File: config.mk
export PLATFORM = sky130hd
export DESIGN_NAME = reduce_fifo_engine
export DESIGN_NICKNAME = d
export VERILOG_FILES = /design/src/rtl/reduce_fifo_pkg.sv /design/src/rtl/reduce_fifo_engine_sync_fifo.sv /design/src/rtl/reduce_fifo_engine.sv
export SDC_FILE = /design/constraint.sdc
export NUM_CORES = 1
export LEC_CHECK = 0
export CAP_MARGIN = 20
export CORE_ASPECT_RATIO = 0.8
export CORE_MARGIN = 4
export CORE_UTILIZATION = 25
export CTS_CLUSTER_SIZE = 16
export DETAILED_ROUTE_END_ITERATION = 12
export PLACE_DENSITY = 0.47
export REMOVE_ABC_BUFFERS = 1
export SKIP_LAST_GASP = 1
export SYNTH_ARGS = -nofsm -noshare
export SYNTH_HDL_FRONTEND = slang
export SYNTH_HIERARCHICAL = 1
export SYNTH_SLANG_ARGS = --single-unit
File: constraint.sdc
create_clock -name CLK -period 2.76 [get_ports CLK]
set_input_delay 0.414 -clock CLK [delete_from_list [all_inputs] [get_ports CLK]]
set_output_delay 0.414 -clock CLK [all_outputs]
set_load 0.1 [all_outputs]
File: src/rtl/reduce_fifo_pkg.sv
// Shared types and register-map addresses for the reduce FIFO engine.
package reduce_fifo_pkg;

    typedef enum logic [1:0] {
        OP_OR  = 2'b00,
        OP_AND = 2'b01,
        OP_XOR = 2'b10,
        OP_ADD = 2'b11
    } op_e;

    // Write map
    localparam int unsigned A_CFG      = 8;
    // Read map
    localparam int unsigned A_OUT_RDY  = 8;
    localparam int unsigned A_OUT_DATA = 9;
    localparam int unsigned A_CFG_RD   = 10;
    localparam int unsigned A_OUT_CNT  = 11;
    localparam int unsigned A_ERR      = 12;

endpackage

File: src/rtl/reduce_fifo_engine_sync_fifo.sv
// Synchronous FIFO with extra-MSB pointers; head is the combinational front entry.
module sync_fifo #(
    parameter int unsigned DATA_W = 8,
    parameter int unsigned DEPTH  = 4
) (
    input  logic                     CLK,
    input  logic                     RST_N,
    input  logic                     push,
    input  logic [DATA_W-1:0]        push_data,
    input  logic                     pop,
    output logic [DATA_W-1:0]        head,
    output logic                     full,
    output logic                     empty,
    output logic [$clog2(DEPTH):0]   count
);
    localparam int unsigned IDX_W = $clog2(DEPTH);
    localparam int unsigned PTR_W = IDX_W + 1;

    logic [DATA_W-1:0] mem [DEPTH];
    logic [PTR_W-1:0]  wptr_q, wptr_d;
    logic [PTR_W-1:0]  rptr_q, rptr_d;

    always_comb begin
        wptr_d = wptr_q;
        rptr_d = rptr_q;
        if (push) begin
            wptr_d = wptr_q + PTR_W'(1);
        end
        if (pop) begin
            rptr_d = rptr_q + PTR_W'(1);
        end
    end

    always_ff @(posedge CLK or negedge RST_N) begin
        if (!RST_N) begin
            wptr_q <= '0;
            rptr_q <= '0;
        end else begin
            wptr_q <= wptr_d;
            rptr_q <= rptr_d;
        end
    end

    // Storage needs no reset: pointers alone define which entries are live.
    always_ff @(posedge CLK) begin
        if (push) begin
            mem[wptr_q[IDX_W-1:0]] <= push_data;
        end
    end

    assign head  = mem[rptr_q[IDX_W-1:0]];
    assign empty = (wptr_q == rptr_q);
    assign full  = (wptr_q[IDX_W] != rptr_q[IDX_W]) &&
                   (wptr_q[IDX_W-1:0] == rptr_q[IDX_W-1:0]);
    assign count = wptr_q - rptr_q;

endmodule

File: src/rtl/reduce_fifo_engine.sv
// NUM_IN input FIFOs reduced element-wise (OR/AND/XOR/ADD) into an output FIFO,
// accessed through an address-mapped write port and a registered read port.
module reduce_fifo_engine
    import reduce_fifo_pkg::*;
#(
    parameter int unsigned DATA_W = 8,
    parameter int unsigned NUM_IN = 2,
    parameter int unsigned DEPTH  = 4,
    parameter int unsigned ADDR_W = 4
) (
    input  logic              CLK,
    input  logic              RST_N,
    input  logic [ADDR_W-1:0] write_address,
    input  logic [DATA_W-1:0] write_data,
    input  logic              write_en,
    output logic              write_rdy,
    input  logic [ADDR_W-1:0] read_address,
    input  logic              read_en,
    output logic [DATA_W-1:0] read_data,
    output logic              read_rdy
);
    localparam int unsigned CNT_W = $clog2(DEPTH) + 1;

    logic                          write_rdy_q;
    logic                          read_rdy_q;
    op_e                           cfg_q, cfg_d;
    logic                          overflow_q, overflow_d;
    logic                          underflow_q, underflow_d;
    logic [DATA_W-1:0]             read_data_q, read_data_d;

    logic                          wr_go, rd_go;
    logic                          ovf_set, unf_set, err_clr;
    logic [DATA_W-1:0]             rd_val;

    logic [NUM_IN-1:0]             in_push;
    logic [NUM_IN-1:0]             in_full;
    logic [NUM_IN-1:0]             in_empty;
    logic [NUM_IN-1:0][DATA_W-1:0] in_head;
    logic [CNT_W-1:0]              unused_in_count [NUM_IN];

    logic                          fire;
    logic [DATA_W-1:0]             fire_result;
    logic                          out_pop;
    logic                          out_full, out_empty;
    logic [DATA_W-1:0]             out_head;
    logic [CNT_W-1:0]              out_count;

    function automatic logic [DATA_W-1:0] reduce_op(
        input op_e                           op,
        input logic [NUM_IN-1:0][DATA_W-1:0] opnds
    );
        logic [DATA_W-1:0] acc;
        acc = opnds[0];
        for (int i = 1; i < NUM_IN; i++) begin
            case (op)
                OP_OR:   acc = acc | opnds[i];
                OP_AND:  acc = acc & opnds[i];
                OP_XOR:  acc = acc ^ opnds[i];
                OP_ADD:  acc = acc + opnds[i];
                default: acc = acc;
            endcase
        end
        return acc;
    endfunction

    assign wr_go = write_en & write_rdy_q;
    assign rd_go = read_en & read_rdy_q;

    // A pop of the output this cycle frees the slot the fire will fill.
    assign out_pop     = rd_go && (read_address == ADDR_W'(A_OUT_DATA)) && !out_empty;
    assign fire        = (&(~in_empty)) && (!out_full || out_pop);
    assign fire_result = reduce_op(cfg_q, in_head);

    always_comb begin
        in_push = '0;
        ovf_set = 1'b0;
        for (int i = 0; i < NUM_IN; i++) begin
            if (wr_go && (write_address == ADDR_W'(i))) begin
                if (!in_full[i] || fire) begin
                    in_push[i] = 1'b1;
                end else begin
                    ovf_set = 1'b1;
                end
            end
        end
    end

    for (genvar g = 0; g < NUM_IN; g++) begin : g_in_fifo
        sync_fifo #(
            .DATA_W (DATA_W),
            .DEPTH  (DEPTH)
        ) u_in_fifo (
            .CLK       (CLK),
            .RST_N     (RST_N),
            .push      (in_push[g]),
            .push_data (write_data),
            .pop       (fire),
            .head      (in_head[g]),
            .full      (in_full[g]),
            .empty     (in_empty[g]),
            .count     (unused_in_count[g])
        );
    end

    sync_fifo #(
        .DATA_W (DATA_W),
        .DEPTH  (DEPTH)
    ) u_out_fifo (
        .CLK       (CLK),
        .RST_N     (RST_N),
        .push      (fire),
        .push_data (fire_result),
        .pop       (out_pop),
        .head      (out_head),
        .full      (out_full),
        .empty     (out_empty),
        .count     (out_count)
    );

    always_comb begin
        rd_val = '0;
        for (int i = 0; i < NUM_IN; i++) begin
            if (read_address == ADDR_W'(i)) begin
                rd_val[0] = ~in_full[i];
            end
        end
        case (read_address)
            ADDR_W'(A_OUT_RDY):  rd_val[0]   = ~out_empty;
            ADDR_W'(A_OUT_DATA): rd_val      = out_empty ? '0 : out_head;
            ADDR_W'(A_CFG_RD):   rd_val[1:0] = cfg_q;
            ADDR_W'(A_OUT_CNT):  rd_val      = DATA_W'(out_count);
            ADDR_W'(A_ERR):      rd_val[1:0] = {underflow_q, overflow_q};
            default:             ;
        endcase
    end

    // Underflow does not look at a same-cycle fire: the pushed result is not yet readable.
    assign unf_set = rd_go && (read_address == ADDR_W'(A_OUT_DATA)) && out_empty;
    assign err_clr = rd_go && (read_address == ADDR_W'(A_ERR));

    always_comb begin
        cfg_d       = cfg_q;
        overflow_d  = overflow_q;
        underflow_d = underflow_q;
        read_data_d = read_data_q;
        if (wr_go && (write_address == ADDR_W'(A_CFG))) begin
            cfg_d = op_e'(write_data[1:0]);
        end
        if (err_clr) begin
            overflow_d  = 1'b0;
            underflow_d = 1'b0;
        end
        if (ovf_set) begin
            overflow_d = 1'b1;
        end
        if (unf_set) begin
            underflow_d = 1'b1;
        end
        if (rd_go) begin
            read_data_d = rd_val;
        end
    end

    always_ff @(posedge CLK or negedge RST_N) begin
        if (!RST_N) begin
            write_rdy_q <= 1'b0;
            read_rdy_q  <= 1'b0;
            cfg_q       <= OP_OR;
            overflow_q  <= 1'b0;
            underflow_q <= 1'b0;
            read_data_q <= '0;
        end else begin
            write_rdy_q <= 1'b1;
            read_rdy_q  <= 1'b1;
            cfg_q       <= cfg_d;
            overflow_q  <= overflow_d;
            underflow_q <= underflow_d;
            read_data_q <= read_data_d;
        end
    end

    assign write_rdy = write_rdy_q;
    assign read_rdy  = read_rdy_q;
    assign read_data = read_data_q;

endmodule

==> impl_metrics.yaml <==
die:
  num_rows: 50
  io-pin-count: 30
  fp.dieH_um: 146
  die_area_um2: 26500
  core_um2: 23500
  die_w_um: 181
  start_util_pct: 25.5
cells_and_area:
  nets: 539
  layout_common_cells: "edfxtp_1 (96), buf_4 (50), ha_1 (37)"
  drive_gt1_share_pct: 26.0
  layout_commonest_cell: "edfxtp_1"
  diodes: 0
  area.growth.synth_to_final_pct: 27.3
  fin_area_um2: 7630
worst_setup_path:
  critPathCaptureType: "flip-flop"
  critPathRequiredTime_ns: 2.88
  crit_family: "adder cells"
  critical_path.n_buffers_inverters: 0
  critPathMaxFanout: 5
  worstSetupStartpointType: "flip-flop"
  critPathMaxStageDelay_ns: 0.57
  cp_cell_sequence: "mux4_2 -> ha_1 -> fa_1 -> a21o_1 -> a21boi_1 -> or4_1 -> nand3_1"
  cp_data_arrival_time_ns: 2.76
  critPathKind: "reg2reg"
  cp_slowest_cell: "mux4_2"
power_and_ir_drop:
  vdd_drop_max_mv: 0.546
  p_leak_nw: 2.95
  power_mw: 8.50
  p_per_area_nw_per_um2: 1120
clock_network:
  clk_latency_ns: 0.41
  cts_buffer_depth: 2
  cts_buffers: 17
  root_buffer: "clkbuf_16"
  cts_tree: "built"
  cts.sinks: 127
  cts.htree.levels: 4
  path_clk_slew_ns: 0.06
place:
  placed_cell_area_um2: 6950
  port_buffers: 29
  place_congestion: 0.705
  dp_hpwl_mm: 8.54
global_routing:
  grt_overflow: 0
  antenna_found_initial: 0
  grt_max_degree: 32
  grt_use_total_pct: 9.34
  first_global_vias: 3523
  grt_pass1_wl_mm: 19.3
yosys:
  avgSynthCellArea_um2: 15.1
  ys_warn_count: 6
  syn-instance-count: 398
  netlist_area_um2: 5990
timing:
  min_period_ns: 2.65
  hold_viol: 0
  period_share_pct: 95.9
  setup_viol: 0
  slew_violations: 0
  clock_skew_ns: 0.0103
  max_freq_mhz: 378
detailed_routing:
  ant_nets: 0
  drtIter0Drc: 151
  drc: 0
  dr.pass1.iters: 5
  vias: 3317
  wl_mm: 11.8
  viasPerCell: 4.12
  wl_per_cell_um: 14.6
min_path:
  hp-class: "in2async"
run_status:
  outcome: "complete, no violations"
job:
  maxCapViolCount: 0
==> power breakdown <==
| part | switching, mW | leakage, nW | total [mW] | internal, mW |
|---|---|---|---|---|
| sequential | 0.234 | 1.25 | 2.86 | 2.62 |
| combinational | 1.79 | 1.41 | 3.32 | 1.53 |
| clock | 0.816 | 0.292 | 2.33 | 1.52 |
==> flip-flops by register name, summed over array words and instances (netlist names), 2 cells and up <==
| register | flops |
|---|---|
| u_out_fifo/mem | 32 |
| g_in_fifo.u_in_fifo/rptr_q | 6 |
| u_out_fifo/rptr_q | 3 |
| g_in_fifo.u_in_fifo/mem | 64 |
| u_out_fifo/wptr_q | 3 |
| read_data | 8 |
| g_in_fifo.u_in_fifo/wptr_q | 6 |
| cfg_q | 2 |
==> path summary, 6_finish.rpt <==
kind / start / endpoint / slack, ns / cells after the start
worst max-delay path: g_in_fifo[1].u_in_fifo/rptr_q[0] / u_out_fifo/mem[3][6] / 0.11 / 7
worst min-delay path: RST_N / read_data[5] / 0.42 / 2
worst max register to register: g_in_fifo[1].u_in_fifo/rptr_q[0] / u_out_fifo/mem[3][6] / 0.11 / 7
worst min register to register: g_in_fifo[1].u_in_fifo/wptr_q[2] / g_in_fifo[1].u_in_fifo/wptr_q[2] / 0.49 / 1
max in group asynchronous: RST_N / g_in_fifo[0].u_in_fifo/rptr_q[0] / 1.98 / 2
min in group CLK: g_in_fifo[1].u_in_fifo/wptr_q[2] / g_in_fifo[1].u_in_fifo/wptr_q[2] / 0.49 / 1
==> what timing repair did <==
item / in CTS / in global routing
setup buffers: 0 / 4
endpoints found under the setup margin: 12 / 16
gates resized for setup: 3 / 6
hold buffers: 0 / 0
pin swaps: 0 / 1
==> layout make-up <==
type	count	area, um^2
Tap cell	312	390
Fill cell	2276	15800
Clock inverter	13	186
Sequential cell	127	3660
Timing Repair Buffer	76	688
Clock buffer	19	433
Multi-Input combinational cell	222	2130
Inverter	36	135
==> through the flow <==
stage / TNS (ns) / hold slack, ns / worst slack (ns) / instances / utilization (%)
2_1_floorplan: -99.26 / 0.118 / -0.981 / 385 / -
6_report: 0 / 0.422 / 0.113 / 805 / 32.5
3_3_place_gp: 0 / 0.470 / 0.0111 / 769 / 29.6
4_1_cts: 0 / 0.437 / 0.00119 / 801 / 32.3
3_5_place_dp: -0.440 / 0.480 / -0.0622 / 769 / 29.6
5_1_grt: -0.0141 / 0.461 / -0.00365 / 805 / 32.5
==> routing by layer <==
layer  vias up  share of wire, %  track usage [%]  wire [um]
met3        11               2.6             2.59        311
li1       1638                 -                -          -
met1      1631                49             12.6       5770
met2        37                47             14.6       5550
met5         -                 0                0          0
met4         0               1.3             3.15        150
No activity file was read; power rests on OpenSTA's default activity.
